`config.mk`:
```
export PLATFORM = sky130hd
export DESIGN_NAME = cdc_hs_tx
export DESIGN_NICKNAME = d
export VERILOG_FILES = /design/src/rtl/cdc_hs_pkg.sv /design/src/rtl/cdc_hs_wdog.sv /design/src/rtl/cdc_hs_tx.sv
export SDC_FILE = /design/constraint.sdc
export NUM_CORES = 1
export LEC_CHECK = 0
export ABC_AREA = 1
export CORE_AREA = 2 2 39 41
export CTS_BUF_LIST = sky130_fd_sc_hd__clkbuf_8 sky130_fd_sc_hd__clkbuf_16
export CTS_CLUSTER_SIZE = 40
export DETAILED_ROUTE_END_ITERATION = 16
export DIE_AREA = 0 0 41 43
export HOLD_SLACK_MARGIN = 0.08
export PLACE_DENSITY = 0.52
export SYNTH_ARGS = -nofsm -noshare
export SYNTH_HDL_FRONTEND = slang
export SYNTH_SLANG_ARGS = --single-unit
export TNS_END_PERCENT = 50
```
`constraint.sdc`:
```
create_clock -name ck -period 1.78 [get_ports ck]
set_input_delay 0.356 -clock ck [delete_from_list [all_inputs] [get_ports ck]]
set_output_delay 0.356 -clock ck [all_outputs]
set_load 0.03 [all_outputs]
```
`src/rtl/cdc_hs_pkg.sv`:
```
// cdc_hs_pkg: shared state encoding and default sizing
// for the four-phase rdy/ack CDC sender.
package cdc_hs_pkg;

  typedef enum logic [1:0] {
    IDLE = 2'd0,
    REQ  = 2'd1,
    REL  = 2'd2,
    ERR  = 2'd3
  } hs_state_t;

  localparam int HS_DW_DEF      = 2;
  localparam int HS_TIMEOUT_DEF = 255;

endpackage

```
`src/rtl/cdc_hs_wdog.sv`:
```
// cdc_hs_wdog: per-phase watchdog counter for cdc_hs_tx.
// Clear wins over enable; the count saturates instead of wrapping.
module cdc_hs_wdog #(
  parameter int TIMEOUT_CYC = 255
) (
  input  logic ck,
  input  logic rst,
  input  logic clr,
  input  logic en,
  output logic expired
);

  localparam int CW = $clog2(TIMEOUT_CYC + 1);
  localparam logic [CW-1:0] LAST = CW'(TIMEOUT_CYC - 1);
  localparam logic [CW-1:0] TOP  = CW'(TIMEOUT_CYC);

  logic [CW-1:0] cnt_q;
  logic [CW-1:0] cnt_d;

  always_comb begin
    cnt_d = cnt_q;
    if (clr) begin
      cnt_d = '0;
    end else if (en && (cnt_q != TOP)) begin
      cnt_d = cnt_q + CW'(1);
    end
  end

  always_ff @(posedge ck) begin
    if (rst) begin
      cnt_q <= '0;
    end else begin
      cnt_q <= cnt_d;
    end
  end

  assign expired = en && (cnt_q >= LAST);

endmodule

```
`src/rtl/cdc_hs_tx.sv`:
```
// cdc_hs_tx: source-side four-phase rdy/ack CDC sender.
// Define CDC_HS_TIMEOUT_EN to add the per-phase watchdog and ERR state.
module cdc_hs_tx
  import cdc_hs_pkg::*;
#(
  parameter int DW          = HS_DW_DEF,
  parameter int TIMEOUT_CYC = HS_TIMEOUT_DEF
) (
  input  logic          ck,
  input  logic          rst,
  input  logic [DW-1:0] in_data,
  input  logic          in_valid,
  output logic          in_ready,
  output logic [DW-1:0] hold_data,
  output logic          rdy_o,
  input  logic          ack_i,
  output logic          busy,
  output logic          done,
  output logic          err,
  input  logic          err_clr
);

  hs_state_t     state_q;
  hs_state_t     state_d;
  logic [DW-1:0] hold_q;
  logic          rdy_q;
  logic          done_q;
  logic          accept;
  logic          expired;

  assign in_ready = (state_q == IDLE) && !ack_i;
  assign accept   = in_valid && in_ready;

`ifdef CDC_HS_TIMEOUT_EN
  logic err_q;
  logic wd_clr;
  logic wd_en;

  // restart the phase timer on every entry into REQ or REL
  assign wd_clr = (state_d != state_q) &&
                  ((state_d == REQ) || (state_d == REL));
  assign wd_en  = (state_q == REQ) || (state_q == REL);

  cdc_hs_wdog #(
    .TIMEOUT_CYC(TIMEOUT_CYC)
  ) u_wdog (
    .ck     (ck),
    .rst    (rst),
    .clr    (wd_clr),
    .en     (wd_en),
    .expired(expired)
  );

  assign err = err_q;
`else
  logic unused_cfg;

  assign unused_cfg = ^{err_clr, TIMEOUT_CYC[0]};
  assign expired    = 1'b0;
  assign err        = 1'b0;
`endif

  always_comb begin
    state_d = state_q;
    unique case (state_q)
      IDLE: if (accept) state_d = REQ;
      REQ: begin
        if (ack_i) state_d = REL;
        else if (expired) state_d = ERR;
      end
      REL: begin
        if (!ack_i) state_d = IDLE;
        else if (expired) state_d = ERR;
      end
`ifdef CDC_HS_TIMEOUT_EN
      ERR: if (err_clr && !ack_i) state_d = IDLE;
`endif
      default: state_d = IDLE;
    endcase
  end

  always_ff @(posedge ck) begin
    if (rst) begin
      state_q <= IDLE;
      hold_q  <= '0;
      rdy_q   <= 1'b0;
      done_q  <= 1'b0;
`ifdef CDC_HS_TIMEOUT_EN
      err_q   <= 1'b0;
`endif
    end else begin
      state_q <= state_d;
      // rdy is a pure flop so the crossing sees no glitches
      rdy_q   <= (state_d == REQ);
      done_q  <= (state_q == REL) && (state_d == IDLE);
      if (accept) hold_q <= in_data;
`ifdef CDC_HS_TIMEOUT_EN
      err_q   <= (state_d == ERR);
`endif
    end
  end

  assign hold_data = hold_q;
  assign rdy_o     = rdy_q;
  assign done      = done_q;
  assign busy      = (state_q != IDLE);

endmodule

```
# Yosys cells after proc, flatten, opt, wreduce, memory -nomap -nowiden
# Cells that the tools add are included.
[word_totals] regBits=6 out_inout_bits=7
[op_classes] n_mux=4 eq_ne=3 reduce_logical=7
[op_table] cell="2-bit two-way mux" count=3
[op_table] cell="2-bit case mux with 3 select lines" count=1
[op_table] cell="2-bit by 1-bit == test with 1-bit output, second input constant" count=2
[op_table] cell="2-bit logical NOT" count=2
[op_table] cell="1-bit logical AND" count=3
[op_table] cell="2-bit == test, second input constant" count=1
[op_table] cell="2-bit nonzero test" count=1
[op_table] cell="1-bit logical NOT" count=1

# Depth between registers and ports, before layout
[logic_depth] word_depth=7 mapped_depth=5 depth_no_buf=5

# Least setup slack after synthesis
# No wires, ideal clock.
[synth_path] kind="register to output" from="register state_q[1]" to="output in_ready" path_buffers=0 stages_incl_launch_ff=4 setup_slack_ns=0.292 arrival_ns=1.132 cell_sequence="dfxtp_1 -> nor2_1 -> inv_1 -> nor2_1"
[synth_between] elab_chain_len=2
[synth_rtl] item="start: declaration" line_no="cdc_hs_tx.sv:23" rtl="hs_state_t state_q;"
[synth_rtl] item="start signal: assignment" line_no="cdc_hs_tx.sv:92" rtl="state_q <= state_d;"
[synth_rtl] item="2-bit logical NOT" line_no="cdc_hs_tx.sv:31" rtl="assign in_ready = (state_q == IDLE) && !ack_i;"
[synth_rtl] item="1-bit logical AND" line_no="cdc_hs_tx.sv:31"
[synth_rtl] item="end: declaration" line_no="cdc_hs_tx.sv:13" rtl="output logic in_ready,"
# Every way passes these cells.

# Worst setup path after layout
[layout_path] from="register hold_q[1], in the netlist hold_data[1]" to="output hold_data[1]"
[layout_lines] item="start: declaration" line_no="cdc_hs_tx.sv:25" rtl="logic [DW-1:0] hold_q;"
[layout_lines] item="start signal: assignment" line_no="cdc_hs_tx.sv:96" rtl="if (accept) hold_q <= in_data;"
[layout_lines] item="end: declaration" line_no="cdc_hs_tx.sv:14" rtl="output logic [DW-1:0] hold_data,"
# No word-level cell between the ends.

==> flow_metrics.env <==
export IMPL_outcome="finished clean"
export IMPL_antenna_found_initial=0
export IMPL_grt_ovfl_total=0
export IMPL_crit_fanout=2
export IMPL_r2r_end="hold_data[0]"
export IMPL_syn_nets=44
export IMPL_ant_nets=0
export IMPL_start_util=0.1881
export IMPL_clkPwrFrac=0.483
export IMPL_grt_pass1_vias=244
export IMPL_viasPerCell=3.791
export IMPL_multi_input_area_sq_um=91.34
export IMPL_row_count=14
export IMPL_syn_area_sq_um=260.3
export IMPL_rsz0062_at_grt="no"
export IMPL_cts_tree="yes"
export IMPL_die_area_sq_mm=0.001763
export IMPL_clock_sinks=6
export IMPL_combPwrFrac=0.169
export IMPL_syn_avg_cell_area_sq_um=7.034
export IMPL_min_period_ns=1.555
export IMPL_power_density_mw_per_mm2=962.4
export IMPL_ioPinCount=14
export IMPL_netSwitchingFraction=0.2348
export IMPL_cp_arrival_ns=1.20
export IMPL_critPathMaxStageDelay_ns=0.66
export IMPL_layout_commonest_cell="inv_1"
export IMPL_post_route_util=0.3119
export IMPL_synth_cell_type_count=12
export IMPL_grt_max_degree=5
export IMPL_holdPathEnd="done"
export IMPL_final_cell_mix="inv_1, clkdlybuf4s50_1, nor2_1, dfxtp_1, nand2_1"
export IMPL_r2r_cells=5
export IMPL_cts_root_buffer="clkbuf_8"
export IMPL_timing_hold_violations_final=0
export IMPL_skew_ns=0.003263
export IMPL_core_area_sq_mm=0.001384
export IMPL_gp_congestion=0.7539
export IMPL_end_kind="output pin"
export IMPL_htreeDepth=1
export IMPL_grt_pass1_wl_um=862
export IMPL_cts_made_buffers=3
export IMPL_clk_pin_slew_ns=0.04
export IMPL_clk_latency_ns=0.22
export IMPL_path_buf_inv=1
export IMPL_stdcell_area_sq_um=431.7
export IMPL_drt_iter0_markers=6
export IMPL_critical_path_cell_chain="clkdlybuf4s50_1"
export IMPL_hp_start="state_q[0]"
export IMPL_io_buffers=11
export IMPL_finalPower_mw=0.4154
export IMPL_seqPwrFrac=0.348
export IMPL_yosysWarnings=0
export IMPL_fill_cells=163
export IMPL_reg2reg_setup_slack_ns=0.91
export IMPL_p_int_mw=0.3179
export IMPL_holdWs_ns=0.4650
export IMPL_clockBufferDepth=2
export IMPL_p_sw_mw=0.09755
export IMPL_vias=254
export IMPL_wl_um=494
export IMPL_dp_hpwl_um=421.2
export IMPL_post_route_period_util=0.8738
export IMPL_drv_cap=0
export IMPL_hold_class="reg2reg"
export IMPL_seqCellArea_sq_um=120.1
export IMPL_netlist_instances=37
export IMPL_areaGrowthSynthToFinish_pct=65.87
export IMPL_hold_path_cell_count=1
export IMPL_grt_use_total=0.07739
export IMPL_yosysSeqAreaShare=0.4615
export IMPL_antenna_cells=0
export IMPL_setup_violations=0
export IMPL_fmax_mhz=642.9
export IMPL_nNetsFinal=60
export IMPL_startpoint_type="register"
export IMPL_die_h_um=43
export IMPL_tns_ns=0
export IMPL_crit_required_ns=1.42
export IMPL_drt_pre_antenna_iters=2
export IMPL_crit_type="reg2out"
export IMPL_ir_drop_v=0.0005657
export IMPL_report_final_slew_viol_count=0
export IMPL_die_w_um=41
export IMPL_r2r_start="state_q[1]"
export IMPL_power_leakage_nw=0.2169
export IMPL_drive_gt1_frac=0.1373
export IMPL_placed_cell_area_sq_um=387.9
export IMPL_path_delay_family="buffers and inverters"
export IMPL_drcViolationCount=0
export IMPL_crit_slowest_cell="clkdlybuf4s50_1"
export IMPL_synth_seq_cells=6
export IMPL_routedWlPerCell_um=7.373
repair_timing:
action,4_1_cts,5_1_grt
setup buffers,0,0
hold buffers,0,0
endpoints found under the setup margin,0,1
gates resized for setup,0,1
through the flow:
step	setup WS (ns)	instances
2_1_floorplan	0.2921	37
3_3_place_gp	0.2849	64
3_5_place_dp	0.2710	64
4_1_cts	0.03387	67
5_1_grt	0.1714	67
6_report	0.2246	67
per-layer routing:
metal  part of all wire  vias to the layer above  wire (um)  global-route usage
li1                   -                      136          -                   -
met1               0.41                      112        202             0.07097
met2               0.53                        6        260              0.1156
met3              0.063                        0         31             0.07853
met4                  0                        0          0             0.02000
met5                  0                        -          0                   0
flip-flops by register name (all words and copies together), names as in the netlist:
name       cells
done           1
state_q        2
rdy_o          1
hold_data      2
power groups by stage:
stage	clock, mW	sequential (mW)	combinational [mW]
floorplan	0	0.156	0.0307
global placement	0	0.147	0.0706
detailed placement	0	0.147	0.0715
CTS	0.208	0.145	0.0716
global route	0.220	0.145	0.0788
finish	0.200	0.145	0.0703
worst max path at each step:
stage	from	depth (start not counted)	slack, ns	endpoint
after CTS	state_q[1]	3	0.03	busy
after detailed placement	state_q[1]	3	0.27	busy
after global placement	state_q[1]	3	0.28	busy
after floorplan	state_q[1]	3	0.29	in_ready
final	hold_data[1]	1	0.22	hold_data[1]
after global routing	hold_data[0]	1	0.17	hold_data[0]
logic make-up after synthesis:
| family | Yosys count | synth area share |
|---|---|---|
| compound gates | 2 | 0.03846 |
| buf+inv | 12 | 0.1875 |
| flops | 6 | 0.4616 |
| other cells | 1 | 0.01441 |
| simple gates | 16 | 0.2981 |
synthesized netlist by cell type, drive strengths merged:
cell type	n	share of area
nand4	2	0.048
nor3	1	0.019
dfxtp	6	0.46
conb	1	0.014
nand2	4	0.058
inv	11	0.16
buf	1	0.029
nor4	1	0.024
nand3	1	0.038
o21ai	2	0.038
nor2	7	0.11
cell type report:
type | count | share of cell area
clock buffers | 3 | 0.09565
repair buffers | 12 | 0.2725
well taps | 16 | 0.04638
inverters | 11 | 0.09565
flip-flops and latches | 6 | 0.2783
multi-input cells | 19 | 0.2116
Note: power is estimated with default switching activity, not from simulation.
